[src/rtl/pm_pkt_pkg.sv]
// Router packet format shared by the filter memory and PE-side receivers:
// field positions, opcodes, weight width and the packed packet struct.
package pm_pkt_pkg;

    localparam int unsigned PKT_WIDTH    = 33;
    localparam int unsigned ADDR_MSB     = 32;
    localparam int unsigned ADDR_LSB     = 29;
    localparam int unsigned OPCODE_MSB   = 28;
    localparam int unsigned OPCODE_LSB   = 25;
    localparam int unsigned DATA_MSB     = 24;
    localparam int unsigned DATA_LSB     = 0;
    localparam int unsigned ADDR_WIDTH   = ADDR_MSB - ADDR_LSB + 1;
    localparam int unsigned OPCODE_WIDTH = OPCODE_MSB - OPCODE_LSB + 1;
    localparam int unsigned DATA_WIDTH   = DATA_MSB - DATA_LSB + 1;
    localparam int unsigned WEIGHT_WIDTH = 8;

    localparam logic [OPCODE_WIDTH-1:0] OP_WEIGHT        = 4'd0;
    localparam logic [OPCODE_WIDTH-1:0] OP_TIMESTEP_DONE = 4'd15;

    // Declaration order matches the bit layout: addr occupies the MSBs.
    typedef struct packed {
        logic [ADDR_WIDTH-1:0]   addr;
        logic [OPCODE_WIDTH-1:0] opcode;
        logic [DATA_WIDTH-1:0]   data;
    } pkt_t;

    typedef enum logic [1:0] {
        EXP_FIRST  = 2'd0,
        EXP_SECOND = 2'd1,
        LOADED     = 2'd2
    } rx_state_e;

endpackage

[src/rtl/pe_weight_rx_pkt_decode.sv]
// Combinational router packet classifier: address match against this PE and
// opcode decode into weight / timestep-done / drop.
module pkt_decode
    import pm_pkt_pkg::*;
#(
    parameter logic [3:0] PE_ID = 4'd5
) (
    input  pkt_t pkt,
    output logic is_weight,
    output logic is_ts_done,
    output logic is_err
);

    logic addr_match;

    always_comb begin
        addr_match = (pkt.addr == PE_ID);
        is_weight  = 1'b0;
        is_ts_done = 1'b0;
        is_err     = 1'b0;
        if (!addr_match) begin
            is_err = 1'b1;
        end else begin
            unique case (pkt.opcode)
                OP_WEIGHT:        is_weight  = 1'b1;
                OP_TIMESTEP_DONE: is_ts_done = 1'b1;
                default:          is_err     = 1'b1;
            endcase
        end
    end

endmodule

[src/rtl/pe_weight_rx.sv]
// PE-side filter-row weight receiver: unpacks a 3+2 weight packet pair into a
// 5-entry register file with a 1-cycle read port. Optional error counter and
// sequence-error pulse are enabled by defining PE_WEIGHT_RX_ERR_CNT_EN.
module pe_weight_rx #(
    parameter logic [3:0]  PE_ID        = 4'd5,
    parameter int unsigned WEIGHT_WIDTH = 8,
    parameter int unsigned ROW_LEN      = 5,
    parameter int unsigned PKT_WIDTH    = 33
) (
    input  logic                    clk,
    input  logic                    rst,
    input  logic                    in_valid,
    output logic                    in_ready,
    input  logic [PKT_WIDTH-1:0]    in_packet,
    input  logic [2:0]              rd_addr,
    output logic [WEIGHT_WIDTH-1:0] rd_data,
    output logic                    weights_valid,
    output logic                    ts_done,
`ifdef PE_WEIGHT_RX_ERR_CNT_EN
    output logic [7:0]              err_cnt,
    output logic                    seq_err,
`endif
    output logic                    pkt_err
);

    import pm_pkt_pkg::*;

    localparam int unsigned FIRST_CNT  = 3;
    localparam int unsigned SECOND_CNT = ROW_LEN - FIRST_CNT;

    pkt_t                    pkt;
    logic                    accept;
    logic                    is_weight;
    logic                    is_ts_done;
    logic                    is_err;
    rx_state_e               state;
    logic [WEIGHT_WIDTH-1:0] w_q [ROW_LEN];
    logic [WEIGHT_WIDTH-1:0] rd_next;

    assign pkt    = in_packet;
    assign accept = in_valid && in_ready;

    pkt_decode #(
        .PE_ID (PE_ID)
    ) u_decode (
        .pkt        (pkt),
        .is_weight  (is_weight),
        .is_ts_done (is_ts_done),
        .is_err     (is_err)
    );

    // Out-of-range indices (5..7) fall through to zero.
    always_comb begin
        rd_next = '0;
        for (int unsigned i = 0; i < ROW_LEN; i++) begin
            if (rd_addr == i[2:0]) begin
                rd_next = w_q[i];
            end
        end
    end

    always_ff @(posedge clk) begin
        if (rst) begin
            in_ready      <= 1'b0;
            weights_valid <= 1'b0;
            ts_done       <= 1'b0;
            pkt_err       <= 1'b0;
            rd_data       <= '0;
            state         <= EXP_FIRST;
            for (int unsigned i = 0; i < ROW_LEN; i++) begin
                w_q[i] <= '0;
            end
`ifdef PE_WEIGHT_RX_ERR_CNT_EN
            err_cnt       <= '0;
            seq_err       <= 1'b0;
`endif
        end else begin
            in_ready <= 1'b1;
            ts_done  <= 1'b0;
            pkt_err  <= 1'b0;
            rd_data  <= rd_next;
`ifdef PE_WEIGHT_RX_ERR_CNT_EN
            seq_err  <= 1'b0;
`endif
            if (accept) begin
                if (is_err) begin
                    pkt_err <= 1'b1;
`ifdef PE_WEIGHT_RX_ERR_CNT_EN
                    if (err_cnt != '1) begin
                        err_cnt <= err_cnt + 8'd1;
                    end
`endif
                end else if (is_ts_done) begin
                    ts_done <= 1'b1;
`ifdef PE_WEIGHT_RX_ERR_CNT_EN
                    seq_err <= (state == EXP_SECOND);
`endif
                end else if (is_weight) begin
                    // LOADED behaves like EXP_FIRST: a weight packet restarts the row.
                    if (state == EXP_SECOND) begin
                        for (int unsigned i = 0; i < SECOND_CNT; i++) begin
                            w_q[FIRST_CNT+i] <= pkt.data[i*WEIGHT_WIDTH +: WEIGHT_WIDTH];
                        end
                        weights_valid <= 1'b1;
                        state         <= LOADED;
                    end else begin
                        for (int unsigned i = 0; i < FIRST_CNT; i++) begin
                            w_q[i] <= pkt.data[i*WEIGHT_WIDTH +: WEIGHT_WIDTH];
                        end
                        weights_valid <= 1'b0;
                        state         <= EXP_SECOND;
                    end
                end
            end
        end
    end

endmodule

[config.mk]
export PLATFORM = sky130hd
export DESIGN_NAME = pe_weight_rx
export DESIGN_NICKNAME = d
export VERILOG_FILES = /design/src/rtl/pm_pkt_pkg.sv /design/src/rtl/pe_weight_rx_pkt_decode.sv /design/src/rtl/pe_weight_rx.sv
export SDC_FILE = /design/constraint.sdc
export NUM_CORES = 1
export LEC_CHECK = 0
export CELL_PAD_IN_SITES_DETAIL_PLACEMENT = 2
export CELL_PAD_IN_SITES_GLOBAL_PLACEMENT = 2
export CORE_MARGIN = 2
export CORE_UTILIZATION = 33
export DETAILED_ROUTE_END_ITERATION = 16
export PLACE_DENSITY = 0.83
export SLEW_MARGIN = 30
export SYNTH_ARGS = -nofsm -noshare
export SYNTH_HDL_FRONTEND = slang
export SYNTH_HIERARCHICAL = 1
export SYNTH_SLANG_ARGS = --single-unit
[constraint.sdc]
create_clock -name clk -period 4.6 [get_ports clk]
set_input_delay 0.69 -clock clk [delete_from_list [all_inputs] [get_ports clk]]
set_output_delay 0.69 -clock clk [all_outputs]
set_load 0.03 [all_outputs]
==> results of run 1 <==
## critical path: stages
cell and delay [ns]:
clkdlybuf4s50_1 0.43, or4_1 0.57, a21o_1 0.21, or3b_4 0.43, or3b_4 0.40, nand2_1 0.56
## metrics by stage
stage / hold WS (ns) / total power (W) / cells / setup WS, ns / util
detailed placement: 0.495 / 0.000629 / 274 / 0.924 / 0.430
global placement: 0.484 / 0.000625 / 274 / 0.959 / 0.430
global route: 0.537 / 0.000979 / 282 / 1.15 / 0.449
finish: 0.525 / 0.000942 / 282 / 1.25 / 0.449
floorplan: 0.464 / 0.000576 / 155 / 0.446 / -
CTS: 0.524 / 0.000956 / 282 / 1.23 / 0.449
## worst max-delay path by stage
stage                  startpoint              endpoint
detailed placement  in_packet[26]  w_q[0][36]$_DFFE_PP_
floorplan           in_packet[26]   w_q[0][0]$_DFFE_PP_
global placement    in_packet[26]  w_q[0][36]$_DFFE_PP_
CTS                 in_packet[26]  w_q[0][39]$_DFFE_PP_
global route        in_packet[26]  w_q[0][30]$_DFFE_PP_
finish              in_packet[26]  w_q[0][30]$_DFFE_PP_
## flip-flops by register name (all words and copies together) (netlist names)
| signal | count |
|---|---|
| rd_data | 8 |
| ts_done | 1 |
| pkt_err | 1 |
| in_ready | 1 |
| w_q | 40 |
| state | 1 |
| weights_valid | 1 |
## report_power, final
group | leakage [nW] | switching, W | internal [W]
Sequential | 0.536 | 0.00000390 | 0.000525
Combinational | 0.430 | 0.0000413 | 0.0000465
Clock | 0.0585 | 0.000148 | 0.000178
## final cells by class
type                       count  area [um2]  area share
clock buffer                   7        86.3      0.0305
clock inverter                 1        30.0      0.0106
inverter                       1        3.75     0.00132
multi-input combinational     93         658       0.232
sequential                    53        1460       0.516
tap                           77        96.3      0.0340
timing repair buffer          50         498       0.176
## cells in the final DEF, fill, tap and decap left out, drive strengths merged, types with 2 or more instances in the layout
master / instances
mux2: 10
edfxtp: 40
nand2: 8
nor2b: 2
or3b: 3
nor3b: 2
clkbuf: 7
o21ai: 9
a21oi: 6
a31oi: 3
a22oi: 2
o21bai: 3
a32oi: 3
nand3b: 3
clkdlybuf4s50: 49
nor2: 4
and2: 24
a21o: 4
dfxtp: 13
## cells by family (layout without fill, tap and decap cells)
| kind of cell | Yosys count | after routing | synth area share |
|---|---|---|---|
| multiplexers | 10 | 10 | 0.0525 |
| AND/OR/NAND/NOR | 51 | 51 | 0.152 |
| flip-flops | 53 | 53 | 0.681 |
| AO/OA/AOI/OAI | 32 | 32 | 0.0956 |
| buffers and inverters | 9 | 59 | 0.0187 |
## routing by layer
| layer | vias to the layer above | GRT usage | part of all wire |
|---|---|---|---|
| met2 | 22 | 0.292 | 0.58 |
| met1 | 725 | 0.165 | 0.38 |
| met3 | 6 | 0.0354 | 0.025 |
| met5 | - | 0 | 0 |
| met4 | 0 | 0.0418 | 0.014 |
| li1 | 668 | - | - |
==> metrics.csv, run 1 <==
stage,metric,value,unit
job,MaxCap Viol Count,0,
worst_setup_path,CP Capture Type,flop,
route,final wirelength,5110,um
route,WL/cell,18.1,um
layout,fin nets,243,
layout,final non-filler cell area,0.00283,mm2
worst_setup_path,worst-path fanout max,16,
pwr,Leakage Power,1.02,nW
route,Residual DRC,0,
floorplanning,Chip Height,84.6,um
floorplanning,die area,0.00716,mm2
worst_setup_path,reg2reg path depth,3,
global_route,GRT Total Usage,0.152,
layout,P&R area growth vs syn,32.1,%
pwr,Power Density,332,mW/mm2
synthesis,Synth Register Bits,53,
global_route,first-pass GRT wire length,8380,um
timing,Slew HR,0.413,
floorplanning,CORE AREA,0.00631,mm2
clock_tree,TritonCTS clock tree,yes,
clock_tree,CTS sink count,53,
timing,RSZ-0062 raised after global routing,no,
clock_tree,clock buffer depth,2,
synthesis,most common cell in the netlist,edfxtp_1,
layout,Diodes inserted,0,
synthesis,Synth Net Count,194,
synthesis,Yosys warning total,6,
global_route,total gr overflow,0,
synthesis,"Seq/Total Area, Yosys",0.681,
floorplanning,Die X,84.6,um
worst_setup_path,Worst Path Arrival,3.29,ns
clock_tree,CTS root buf,clkbuf_8,
placement,Buffers on Ports,49,
timing,Final setup viols,0,
timing,Clock Skews,0.00700,ns
timing,setup TNS,0,ns
placement,HPWL after detailed placement,3580,um
layout,share of cells above drive strength 1,0.107,
layout,Filler cells,642,
global_route,vias in the first global route,1669,
placement,Final GP Congestion,0.710,
worst_setup_path,Reg2Reg Capture Point,w_q[0][30]$_DFFE_PP_,
route,First DRT Iteration DRCs,46,
clock_tree,Skew-Pair Late Insertion Delay,0.30,ns
timing,fin. max-slew vios,0,
worst_setup_path,Worst setup SP type,input port,
route,Final ANT Viol Nets,0,
worst_setup_path,worst reg2reg setup slack,2.63,ns
clock_tree,cts hold-fix bufs,0,
min_path,hold path cells,1,
timing,Hold Fails Final Rpt,0,
timing,Least-Margin Pin Slew,0.877,ns
synthesis,Post-synth EDFFs,40,
synthesis,Post-synth top cells,"edfxtp_1 (40), and2_1 (24), dfxtp_1 (13)",
synthesis,Yosys top cell by area,edfxtp_1,
route,average vias per placed instance,5.04,
global_route,antenna violations before repair,0,
synthesis,Post-Synthesis Cell Area,0.00215,mm2
clock_tree,CTS H-tree lvls,2,
route,DR pass1 iterations,4,
min_path,Hold EP,state[0]$_SDFFE_PP0P_,
timing,fmax,298,MHz
global_route,pin count of the biggest net entering global routing,25,
worst_setup_path,Setup CP Type,in -> reg,
clock_tree,PostCTS Resize Cnt,0,
pwr,VDD IR max,0.128,mV
timing,Final period util,0.729,
clock_tree,clk slew on worst S/H paths,0.09,ns
timing,post-layout min period,3.35,ns
min_path,worst hold path class,reg -> reg,
worst_setup_path,Reg-to-Reg Start,state[0]$_SDFFE_PP0P_,
floorplanning,Starting Density,0.340,
outcome,status,"finished, final reports clean",
synthesis,synth top area cells,"edfxtp_1 (56%), dfxtp_1 (12%), and2_1 (7.0%)",
placement,Post-DP Area,0.00272,mm2
min_path,hold path startpoint,state[0]$_SDFFE_PP0P_,
clock_tree,Post CTS Setup Buffer Count,0,
worst_setup_path,Required @ worst endpoint,4.54,ns
floorplanning,Ports,51,
synthesis,most common flop cell mapped by yosys,edfxtp_1,
clock_tree,TritonCTS buffer count,5,
route,total number of vias,1421,
synthesis,Async SR Flop Fraction,0,
synthesis,area share of the largest cell type after synthesis,0.560,
floorplanning,num rows,29,
synthesis,Mapped Cells,155,
synthesis,number of distinct library cells after synthesis,29,
synthesis,Mean Syn Cell Area,13.8,um2
No activity file was read; power rests on OpenSTA's default activity.
==> run 2, diff against run 1 <==
CORE_UTILIZATION = 30   (was 33)
PLACE_DENSITY = 0.79   (was 0.83)
clock period = 2.75 ns   (was 4.6 ns; I/O delays follow)
==> metrics.csv, run 2 (synthesis results as in run 1) <==
stage,metric,value,unit
outcome,status,"finished, final reports clean",
worst_setup_path,worst reg2reg setup slack,1.13,ns
clock_tree,CTS root buf,clkbuf_8,
timing,post-layout min period,2.66,ns
global_route,vias in the first global route,1577,
layout,share of cells above drive strength 1,0.132,
clock_tree,CTS H-tree lvls,2,
global_route,antenna violations before repair,0,
pwr,Leakage Power,1.05,nW
route,final wirelength,5080,um
worst_setup_path,Worst Path Arrival,2.67,ns
layout,biggest regs,"w_q x40, rd_data x8",
floorplanning,CORE AREA,0.00687,mm2
timing,final worst slack,0.0910,ns
worst_setup_path,Worst Setup SP,in_packet[26],
placement,dpl ws,-0.219,ns
timing,Final period util,0.967,
min_path,hold path cells,1,
placement,Final GP Congestion,0.697,
route,Residual DRC,0,
worst_setup_path,worst setup path endpoint,w_q[0][32]$_DFFE_PP_,
timing,Final setup viols,0,
worst_setup_path,Critical Path Stages,7,
worst_setup_path,CP Cell Sequence,clkdlybuf4s50_1 -> or4_1 -> a21o_1 -> or3b_4 -> or3b_4 -> nand2_1 -> buf_12,
worst_setup_path,CP max stage cell,or4_1,
route,DR pass1 iterations,4,
layout,most frequent cells in the layout,"clkdlybuf4s50_1 (49), edfxtp_1 (40), and2_1 (24)",
floorplanning,Starting Density,0.312,
route,average vias per placed instance,4.68,
layout,Sequential Area,0.00146,mm2
worst_setup_path,reg2reg path depth,4,
floorplanning,Ports,51,
global_route,pin count of the biggest net entering global routing,25,
worst_setup_path,Required @ worst endpoint,2.76,ns
floorplanning,num rows,30,
clock_tree,Skew-Pair Late Insertion Delay,0.30,ns
clock_tree,TritonCTS buffer count,5,
layout,max FFs per register,40,
timing,fin. max-slew vios,0,
timing,fmax,376,MHz
route,WL/cell,16.5,um
pwr,VDD IR max,0.221,mV
placement,HPWL after detailed placement,3640,um
clock_tree,CTS sink count,53,
timing,Slew HR,0.667,
global_route,total gr overflow,0,
clock_tree,clock buffer depth,2,
clock_tree,TritonCTS clock tree,yes,
floorplanning,die area,0.00785,mm2
route,First DRT Iteration DRCs,46,
layout,Filler cells,696,
floorplanning,Die X,88.6,um
job,MaxCap Viol Count,0,
min_path,worst hold path class,reg -> reg,
global_route,first-pass GRT wire length,8130,um
clock_tree,Post CTS Setup Buffer Count,0,
timing,Least-Margin Pin Slew,0.499,ns
timing,RSZ-0062 raised after global routing,no,
layout,fin nets,250,
global_route,GRT Total Usage,0.140,
worst_setup_path,Reg2Reg Capture Point,w_q[0][32]$_DFFE_PP_,
worst_setup_path,"most used cell, CP",or3b_4,
layout,Largest Register,w_q,
layout,"most common cell after layout, fill and taps aside",clkdlybuf4s50_1,
timing,Clock Skews,0.00683,ns
layout,Multi-input gate area,658,um2
route,Final ANT Viol Nets,0,
route,total number of vias,1440,
pwr,Power Density,502,mW/mm2
timing,Hold Fails Final Rpt,0,
clock_tree,PostCTS Resize Cnt,0,
worst_setup_path,Worst setup SP type,input port,
worst_setup_path,Setup CP Type,in -> reg,
worst_setup_path,Buffers & Inverters on Critical Path,2,
layout,P&R area growth vs syn,35.7,%
clock_tree,cts hold-fix bufs,0,
worst_setup_path,CP peak stage delay,0.57,ns
worst_setup_path,"delay-heaviest family, CP",simple AND/OR/NAND/NOR gates,
clock_tree,clk slew on worst S/H paths,0.09,ns
worst_setup_path,CP Capture Type,flop,
worst_setup_path,Reg-to-Reg Start,state[0]$_SDFFE_PP0P_,
worst_setup_path,worst-path fanout max,16,
floorplanning,Chip Height,88.6,um
placement,Buffers on Ports,49,
pwr,"Power, Total",0.00146,W
layout,Diodes inserted,0,
## run 2: changes by cell type in the layout (fill, tap and decap cells not counted)
| cell | change |
|---|---|
| buf_12 | +3 |
| clkinv_2 | +1 |
| bufinv_16 | -1 |
| clkbuf_8 | -1 |
| buf_4 | +4 |
| clkbuf_1 | +1 |
## run 2: worst min path at each step
stage / startpoint / endpoint / slack, ns
after CTS: state[0]$_SDFFE_PP0P_ / state[0]$_SDFFE_PP0P_ / 0.52
after floorplan: state[0]$_SDFFE_PP0P_ / state[0]$_SDFFE_PP0P_ / 0.46
after global placement: state[0]$_SDFFE_PP0P_ / state[0]$_SDFFE_PP0P_ / 0.48
after global routing: state[0]$_SDFFE_PP0P_ / state[0]$_SDFFE_PP0P_ / 0.54
final: state[0]$_SDFFE_PP0P_ / state[0]$_SDFFE_PP0P_ / 0.51
after detailed placement: state[0]$_SDFFE_PP0P_ / state[0]$_SDFFE_PP0P_ / 0.50
## run 2: area by class of cell
class	instances	area share
Clock inverter	1	0.00172
Timing Repair Buffer	57	0.202
Tap cell	96	0.0412
Inverter	1	0.00129
Sequential cell	53	0.502
Clock buffer	7	0.0262
Multi-Input combinational cell	93	0.226
## run 2: metal layers
metal,routed length (um),GRT usage,vias up
met2,2680,0.253,26
met3,135,0.0224,10
li1,-,-,683
met4,141,0.0620,0
met1,2130,0.163,721
met5,0,0,-
## run 2: metrics by stage
| step | setup TNS, ns | hold WS (ns) | utilization | std cells | instance area, um2 |
|---|---|---|---|---|---|
| floorplan | 0 | 0.464 | - | 155 | 2160 |
| global placement | -5.56 | 0.475 | 0.412 | 300 | 2830 |
| detailed placement | -8.67 | 0.499 | 0.412 | 300 | 2830 |
| CTS | 0 | 0.520 | 0.424 | 308 | 2910 |
| global route | 0 | 0.541 | 0.424 | 308 | 2910 |
| finish | 0 | 0.514 | 0.424 | 308 | 2910 |
## run 2: where the power goes
group          leakage, nW  switching (W)  internal [W]
clock               0.0422       0.000243      0.000179
sequential           0.536     0.00000688      0.000878
combinational        0.475      0.0000702     0.0000843
